==> src/rtl/uart_display_pkg.sv <==
// Shared constants and types for the UART-to-display loader.
// Imported by the decoder and the loader top.
package uart_display_pkg;

    localparam logic [7:0] ASCII_CR  = 8'h0D;
    localparam logic [7:0] ASCII_LF  = 8'h0A;
    localparam logic [7:0] ASCII_ESC = 8'h1B;

    localparam int DEFAULT_TIMEOUT_CYCLES = 10_000_000;

    typedef enum logic {
        IDLE,
        COLLECT
    } load_state_t;

endpackage

==> src/rtl/uart_hex_display_loader_if.sv <==
// Byte/CPU input bundle and display-word outputs of the loader.
// master drives bytes and writes; slave is the loader.
interface uart_hex_display_loader_if;

    logic [7:0]  rx_data;
    logic        rx_valid;
    logic        wr_en;
    logic [31:0] wr_data;
    logic [31:0] data;
    logic        data_updated;
    logic        err;
    logic [3:0]  digit_count;

    modport master (
        output rx_data,
        output rx_valid,
        output wr_en,
        output wr_data,
        input  data,
        input  data_updated,
        input  err,
        input  digit_count
    );

    modport slave (
        input  rx_data,
        input  rx_valid,
        input  wr_en,
        input  wr_data,
        output data,
        output data_updated,
        output err,
        output digit_count
    );

endinterface

==> src/rtl/ascii_hex_decoder.sv <==
// Classifies one received byte: hex digit (with value),
// line terminator, escape, or anything else.
module ascii_hex_decoder
    import uart_display_pkg::*;
(
    input  logic [7:0] rx_data,
    output logic       is_hex,
    output logic [3:0] nibble,
    output logic       is_term,
    output logic       is_esc
);

    always_comb begin
        is_hex  = 1'b0;
        nibble  = 4'h0;
        is_term = 1'b0;
        is_esc  = 1'b0;
        unique case (1'b1)
            (rx_data inside {[8'h30:8'h39]}): begin
                is_hex = 1'b1;
                nibble = rx_data[3:0];
            end
            // 'A'..'F' and 'a'..'f' share low bits 1..6
            (rx_data inside {[8'h41:8'h46]}),
            (rx_data inside {[8'h61:8'h66]}): begin
                is_hex = 1'b1;
                nibble = rx_data[3:0] + 4'd9;
            end
            (rx_data == ASCII_CR),
            (rx_data == ASCII_LF): begin
                is_term = 1'b1;
            end
            (rx_data == ASCII_ESC): begin
                is_esc = 1'b1;
            end
            default: begin
            end
        endcase
    end

endmodule

==> src/rtl/uart_hex_display_loader.sv <==
// Parses ASCII hex from the UART into a 32-bit display word;
// a CPU write loads the word directly and wins over UART input.
module uart_hex_display_loader
    import uart_display_pkg::*;
#(
    parameter int DIGITS         = 8,
    parameter int TIMEOUT_CYCLES = DEFAULT_TIMEOUT_CYCLES
) (
    input  logic                     clk_100MHz,
    input  logic                     rst_n,
    uart_hex_display_loader_if.slave bus
);

    localparam int TW =
        (TIMEOUT_CYCLES > 1) ? $clog2(TIMEOUT_CYCLES) : 1;
    localparam logic [TW-1:0] T_LAST = TW'(TIMEOUT_CYCLES - 1);
    localparam logic [3:0]    D_MAX  = 4'(DIGITS);

    load_state_t   state, state_nxt;
    logic [31:0]   shadow, shadow_nxt;
    logic [3:0]    count, count_nxt;
    logic [TW-1:0] timer, timer_nxt;
    logic [31:0]   data_q, data_nxt;
    logic          upd_q, upd_nxt;
    logic          err_q, err_nxt;
    logic          abort;

    logic       is_hex;
    logic [3:0] nibble;
    logic       is_term;
    logic       is_esc;

    ascii_hex_decoder u_dec (
        .rx_data (bus.rx_data),
        .is_hex  (is_hex),
        .nibble  (nibble),
        .is_term (is_term),
        .is_esc  (is_esc)
    );

    always_ff @(posedge clk_100MHz or negedge rst_n) begin
        if (!rst_n) begin
            state  <= IDLE;
            shadow <= '0;
            count  <= '0;
            timer  <= '0;
            data_q <= '0;
            upd_q  <= 1'b0;
            err_q  <= 1'b0;
        end else begin
            state  <= state_nxt;
            shadow <= shadow_nxt;
            count  <= count_nxt;
            timer  <= timer_nxt;
            data_q <= data_nxt;
            upd_q  <= upd_nxt;
            err_q  <= err_nxt;
        end
    end

    always_comb begin
        state_nxt  = state;
        shadow_nxt = shadow;
        count_nxt  = count;
        data_nxt   = data_q;
        upd_nxt    = 1'b0;
        err_nxt    = 1'b0;
        abort      = 1'b0;
        timer_nxt  = (state == COLLECT) ? timer + 1'b1 : '0;

        if (bus.wr_en) begin
            // any byte arriving with the write is dropped silently
            data_nxt = bus.wr_data;
            upd_nxt  = 1'b1;
            abort    = 1'b1;
        end else if (bus.rx_valid) begin
            timer_nxt = '0;
            unique case (1'b1)
                is_hex: begin
                    if (count < D_MAX) begin
                        shadow_nxt = {shadow[27:0], nibble};
                        count_nxt  = count + 4'd1;
                        state_nxt  = COLLECT;
                    end else begin
                        err_nxt = 1'b1;
                        abort   = 1'b1;
                    end
                end
                is_term: begin
                    if (state == COLLECT) begin
                        data_nxt = shadow;
                        upd_nxt  = 1'b1;
                        abort    = 1'b1;
                    end
                end
                is_esc: begin
                    abort = 1'b1;
                end
                default: begin
                    err_nxt = 1'b1;
                    abort   = 1'b1;
                end
            endcase
        end else if (state == COLLECT && timer == T_LAST) begin
            err_nxt = 1'b1;
            abort   = 1'b1;
        end

        if (abort) begin
            state_nxt  = IDLE;
            shadow_nxt = '0;
            count_nxt  = '0;
            timer_nxt  = '0;
        end
    end

    assign bus.data         = data_q;
    assign bus.data_updated = upd_q;
    assign bus.err          = err_q;
    assign bus.digit_count  = count;

endmodule

==> src/flat_wrapper.sv <==
// flat-port wrapper written by rule: the top's interface ports become plain ports
module uart_hex_display_loader_flat import uart_display_pkg::*;
#(
    parameter int DIGITS         = 8,
    parameter int TIMEOUT_CYCLES = DEFAULT_TIMEOUT_CYCLES
)
  (clk_100MHz, rst_n, bus_rx_data, bus_rx_valid, bus_wr_en, bus_wr_data, bus_data, bus_data_updated, bus_err, bus_digit_count);
  uart_hex_display_loader_if bus_i ();
  input  logic clk_100MHz;
  input  logic rst_n;
  input wire logic [$bits(bus_i.rx_data)-1:0] bus_rx_data;
  input wire logic [$bits(bus_i.rx_valid)-1:0] bus_rx_valid;
  input wire logic [$bits(bus_i.wr_en)-1:0] bus_wr_en;
  input wire logic [$bits(bus_i.wr_data)-1:0] bus_wr_data;
  output wire logic [$bits(bus_i.data)-1:0] bus_data;
  output wire logic [$bits(bus_i.data_updated)-1:0] bus_data_updated;
  output wire logic [$bits(bus_i.err)-1:0] bus_err;
  output wire logic [$bits(bus_i.digit_count)-1:0] bus_digit_count;
  assign bus_i.rx_data = bus_rx_data;
  assign bus_i.rx_valid = bus_rx_valid;
  assign bus_i.wr_en = bus_wr_en;
  assign bus_i.wr_data = bus_wr_data;
  assign bus_data = bus_i.data;
  assign bus_data_updated = bus_i.data_updated;
  assign bus_err = bus_i.err;
  assign bus_digit_count = bus_i.digit_count;
  uart_hex_display_loader #(.DIGITS(DIGITS), .TIMEOUT_CYCLES(TIMEOUT_CYCLES)) u_core (.clk_100MHz(clk_100MHz), .rst_n(rst_n), .bus(bus_i));
endmodule
==> config.mk <==
export PLATFORM = sky130hd
export DESIGN_NAME = uart_hex_display_loader_flat
export DESIGN_NICKNAME = d
export VERILOG_FILES = /design/src/rtl/uart_display_pkg.sv /design/src/rtl/uart_hex_display_loader_if.sv /design/src/rtl/ascii_hex_decoder.sv /design/src/rtl/uart_hex_display_loader.sv /design/src/flat_wrapper.sv
export SDC_FILE = /design/constraint.sdc
export NUM_CORES = 1
export LEC_CHECK = 0
export CAP_MARGIN = 20
export CORE_MARGIN = 3
export CORE_UTILIZATION = 61
export CTS_CLUSTER_SIZE = 25
export DETAILED_ROUTE_END_ITERATION = 6
export DONT_BUFFER_PORTS = 1
export PLACE_DENSITY = 0.87
export SYNTH_ARGS = -nofsm -noshare
export SYNTH_HDL_FRONTEND = slang
export SYNTH_SLANG_ARGS = --single-unit
==> constraint.sdc <==
create_clock -name clk_100MHz -period 4.1 [get_ports clk_100MHz]
set_input_delay 1.23 -clock clk_100MHz [delete_from_list [all_inputs] [get_ports clk_100MHz]]
set_output_delay 1.23 -clock clk_100MHz [all_outputs]
set_load 0.01 [all_outputs]
==> flow_summary.toml <==
[floorplanning]
floorplan.initialDensity = 0.644
core_area_um2 = 6490
die_height_um = 88.8
rows = 29
die_area_um2 = 7880
ios = 82
die_x_um = 88.8

[clocking]
h-tree-depth = 3
root_buffer = "clkbuf_8"
post_cts_buffers = 0
cts_resized = 0
cts_buffers = 9
ctsHoldBuffers = 0
cts_tree = "yes"
insertion_delay_ps = 370
cts_buffer_depth = 2
cts.sinks = 95
cts.clk_slew.worst_paths_ps = 90

[worst_setup_path]
crit_type = "in2reg"
arrival_ps = 3280
endpoint_kind = "flip-flop"
setup.worst_path.start_class = "input port"
crit_required_ps = 4410
worstPathMaxFanout = 17

[outcome]
status = "finished, violations left"
violations = "DRC"

[routing]
dr_total_vias = 2863
dr.pass1.iters = 7
drc = 1
final_antenna_net_count = 0
post_drt_wl_per_cell_um = 19.9
routed_wl_mm = 8.55
drt_iter0_markers = 308
vias_per_cell = 6.66

[synthesis]
netlist.area_leader.share = 0.569
yosysUniqueCellTypes = 44
ys.flop_type = "dfrtp_1"
synth-seq-cells = 95
synthTopCellsByArea = "dfrtp_1 57%, a222oi_1 7.7%, a22o_1 7.1%, xor2_1 3.6%, inv_1 3.4%"
syn_area_um2 = 4180
synth-async-reset-ratio = 1.00
synth_edf_count = 0
netlist_instances = 352
yosys_warnings = 0
avgSynthCellArea_um2 = 11.9
synth_top_area_cell = "dfrtp_1"
ys_seq_area_frac = 0.569
synth_fp_nets = 402

[layout]
diodes = 0
drive_gt1_frac = 0.0992
layout_common_cells = "95 x dfrtp_1, 38 x inv_1, 34 x a22o_1, 32 x a222oi_1, 27 x nor2_1"
area_growth_pct = 5.18
final_common_cell = "dfrtp_1"
nNetsFinal = 398
fillers = 445

[placement]
dp.final_hpwl_mm = 5.67
place_congestion = 0.806
place.port_buffers = 0

[min_path]
hold_class = "reg2reg"

[global_routing]
grt_use_total = 0.224
antenna_found_initial = 0
grt_pass1_wl_mm = 13.5
grt_max_degree = 96
grt_overflow = 0
grt_pass1_vias = 2715

[sta]
maxSlewViolCount = 0
fmax_ghz = 0.336
hold_viol = 0
relSlewSlack = 0.384
setup_viol = 0
fin_crit_ps = 2970
skew_ps = 10.9
rsz0062_at_grt = "false"
fin_crit_sh = 0.725
setup_tns_ps = 0
worst_pin_slew_ps = 917

[power]
total_power_mw = 1.64
vdd_drop_max_v = 0.000241
power.density_nw_per_um2 = 373
cellLeakagePower_nw = 2.03

[flow_run]
cap_viol_max_count = 0
==> cells in the mapped netlist, drive strengths merged (2+ instances only) <==
| cell | number |
|---|---|
| dfrtp | 95 |
| inv | 39 |
| a22o | 34 |
| a222oi | 32 |
| nor2 | 27 |
| xor2 | 17 |
| nand3 | 12 |
| buf | 11 |
| clkbuf | 11 |
| nand2 | 9 |
| nand4 | 8 |
| and3 | 6 |
| ha | 6 |
| nor3 | 6 |
| xnor2 | 6 |
| or4b | 4 |
| nor4b | 3 |
| a21o | 2 |
| a21oi | 2 |
| and2 | 2 |
| and4b | 2 |
| mux2 | 2 |
| mux2i | 2 |
| nor4 | 2 |
| o21ai | 2 |
==> path summary, 6_finish.rpt <==
| path | startpoint | slack, ps | cells past startpoint | end |
|---|---|---|---|---|
| max | bus_rx_data[3] | 1130 | 6 | u_core.shadow[17] |
| min | u_core.shadow[29] | 510 | 2 | u_core.bus.data[29] |
| max reg2reg | u_core.timer[14] | 1760 | 6 | u_core.bus.digit_count[0] |
| min reg2reg | u_core.shadow[29] | 510 | 2 | u_core.bus.data[29] |
| max in group asynchronous | rst_n | 3390 | 0 | u_core.shadow[24] |
| min in group asynchronous | rst_n | 550 | 0 | u_core.shadow[18] |
==> flip-flops by register name, summed over array words and instances (netlist names) <==
register                 cells
u_core.timer                24
u_core.state                 1
u_core.bus.data             32
u_core.bus.digit_count       4
u_core.bus.err               1
u_core.bus.data_updated      1
u_core.shadow               32
==> routing by layer <==
metal	vias up	routed length (um)	track usage
li1	1304	-	-
met1	1442	3620	0.293
met2	105	4170	0.354
met3	12	628	0.0698
met4	0	142	0.0838
met5	-	0	0
==> worst max-delay path: stages <==
cell and delay, ps:
or4b_4 530, a311oi_4 460, o21ai_2 130, nor4_4 440
buf_4 320, a22o_1 160
==> power breakdown <==
part           internal, mW  switching [mW]  leakage (nW)
Clock                 0.231           0.338        0.0830
Sequential            0.966          0.0352          1.27
Combinational        0.0346          0.0355         0.685
==> final cells by class <==
cell class,count,area (um2),area share
timing repair buffer,7,52.6,0.0120
inverter,39,146,0.0333
multi-input combinational,196,1540,0.351
clock buffer,10,128,0.0290
sequential,95,2380,0.541
tap,77,96.3,0.0219
clock inverter,6,53.8,0.0122
==> through the flow <==
stage                util  area, um2  std cells  worst slack (ps)  hold slack [ps]
finish              0.677       4400        430              1130              513
global route        0.677       4400        430               969              525
CTS                 0.677       4400        430              1100              516
detailed placement  0.649       4220        414               728              495
global placement    0.649       4220        414               825              489
floorplan               -       4180        352              1030              460
==> cells by family after synthesis <==
| family | synth area share |
|---|---|
| flip-flops | 0.569 |
| AND/OR/NAND/NOR | 0.113 |
| AO/OA/AOI/OAI | 0.178 |
| buffers and inverters | 0.0635 |
| XOR/XNOR | 0.0482 |
| adder cells (fa/ha/maj) | 0.0180 |
| multiplexers | 0.0102 |
(Power assumes the default switching activity.)
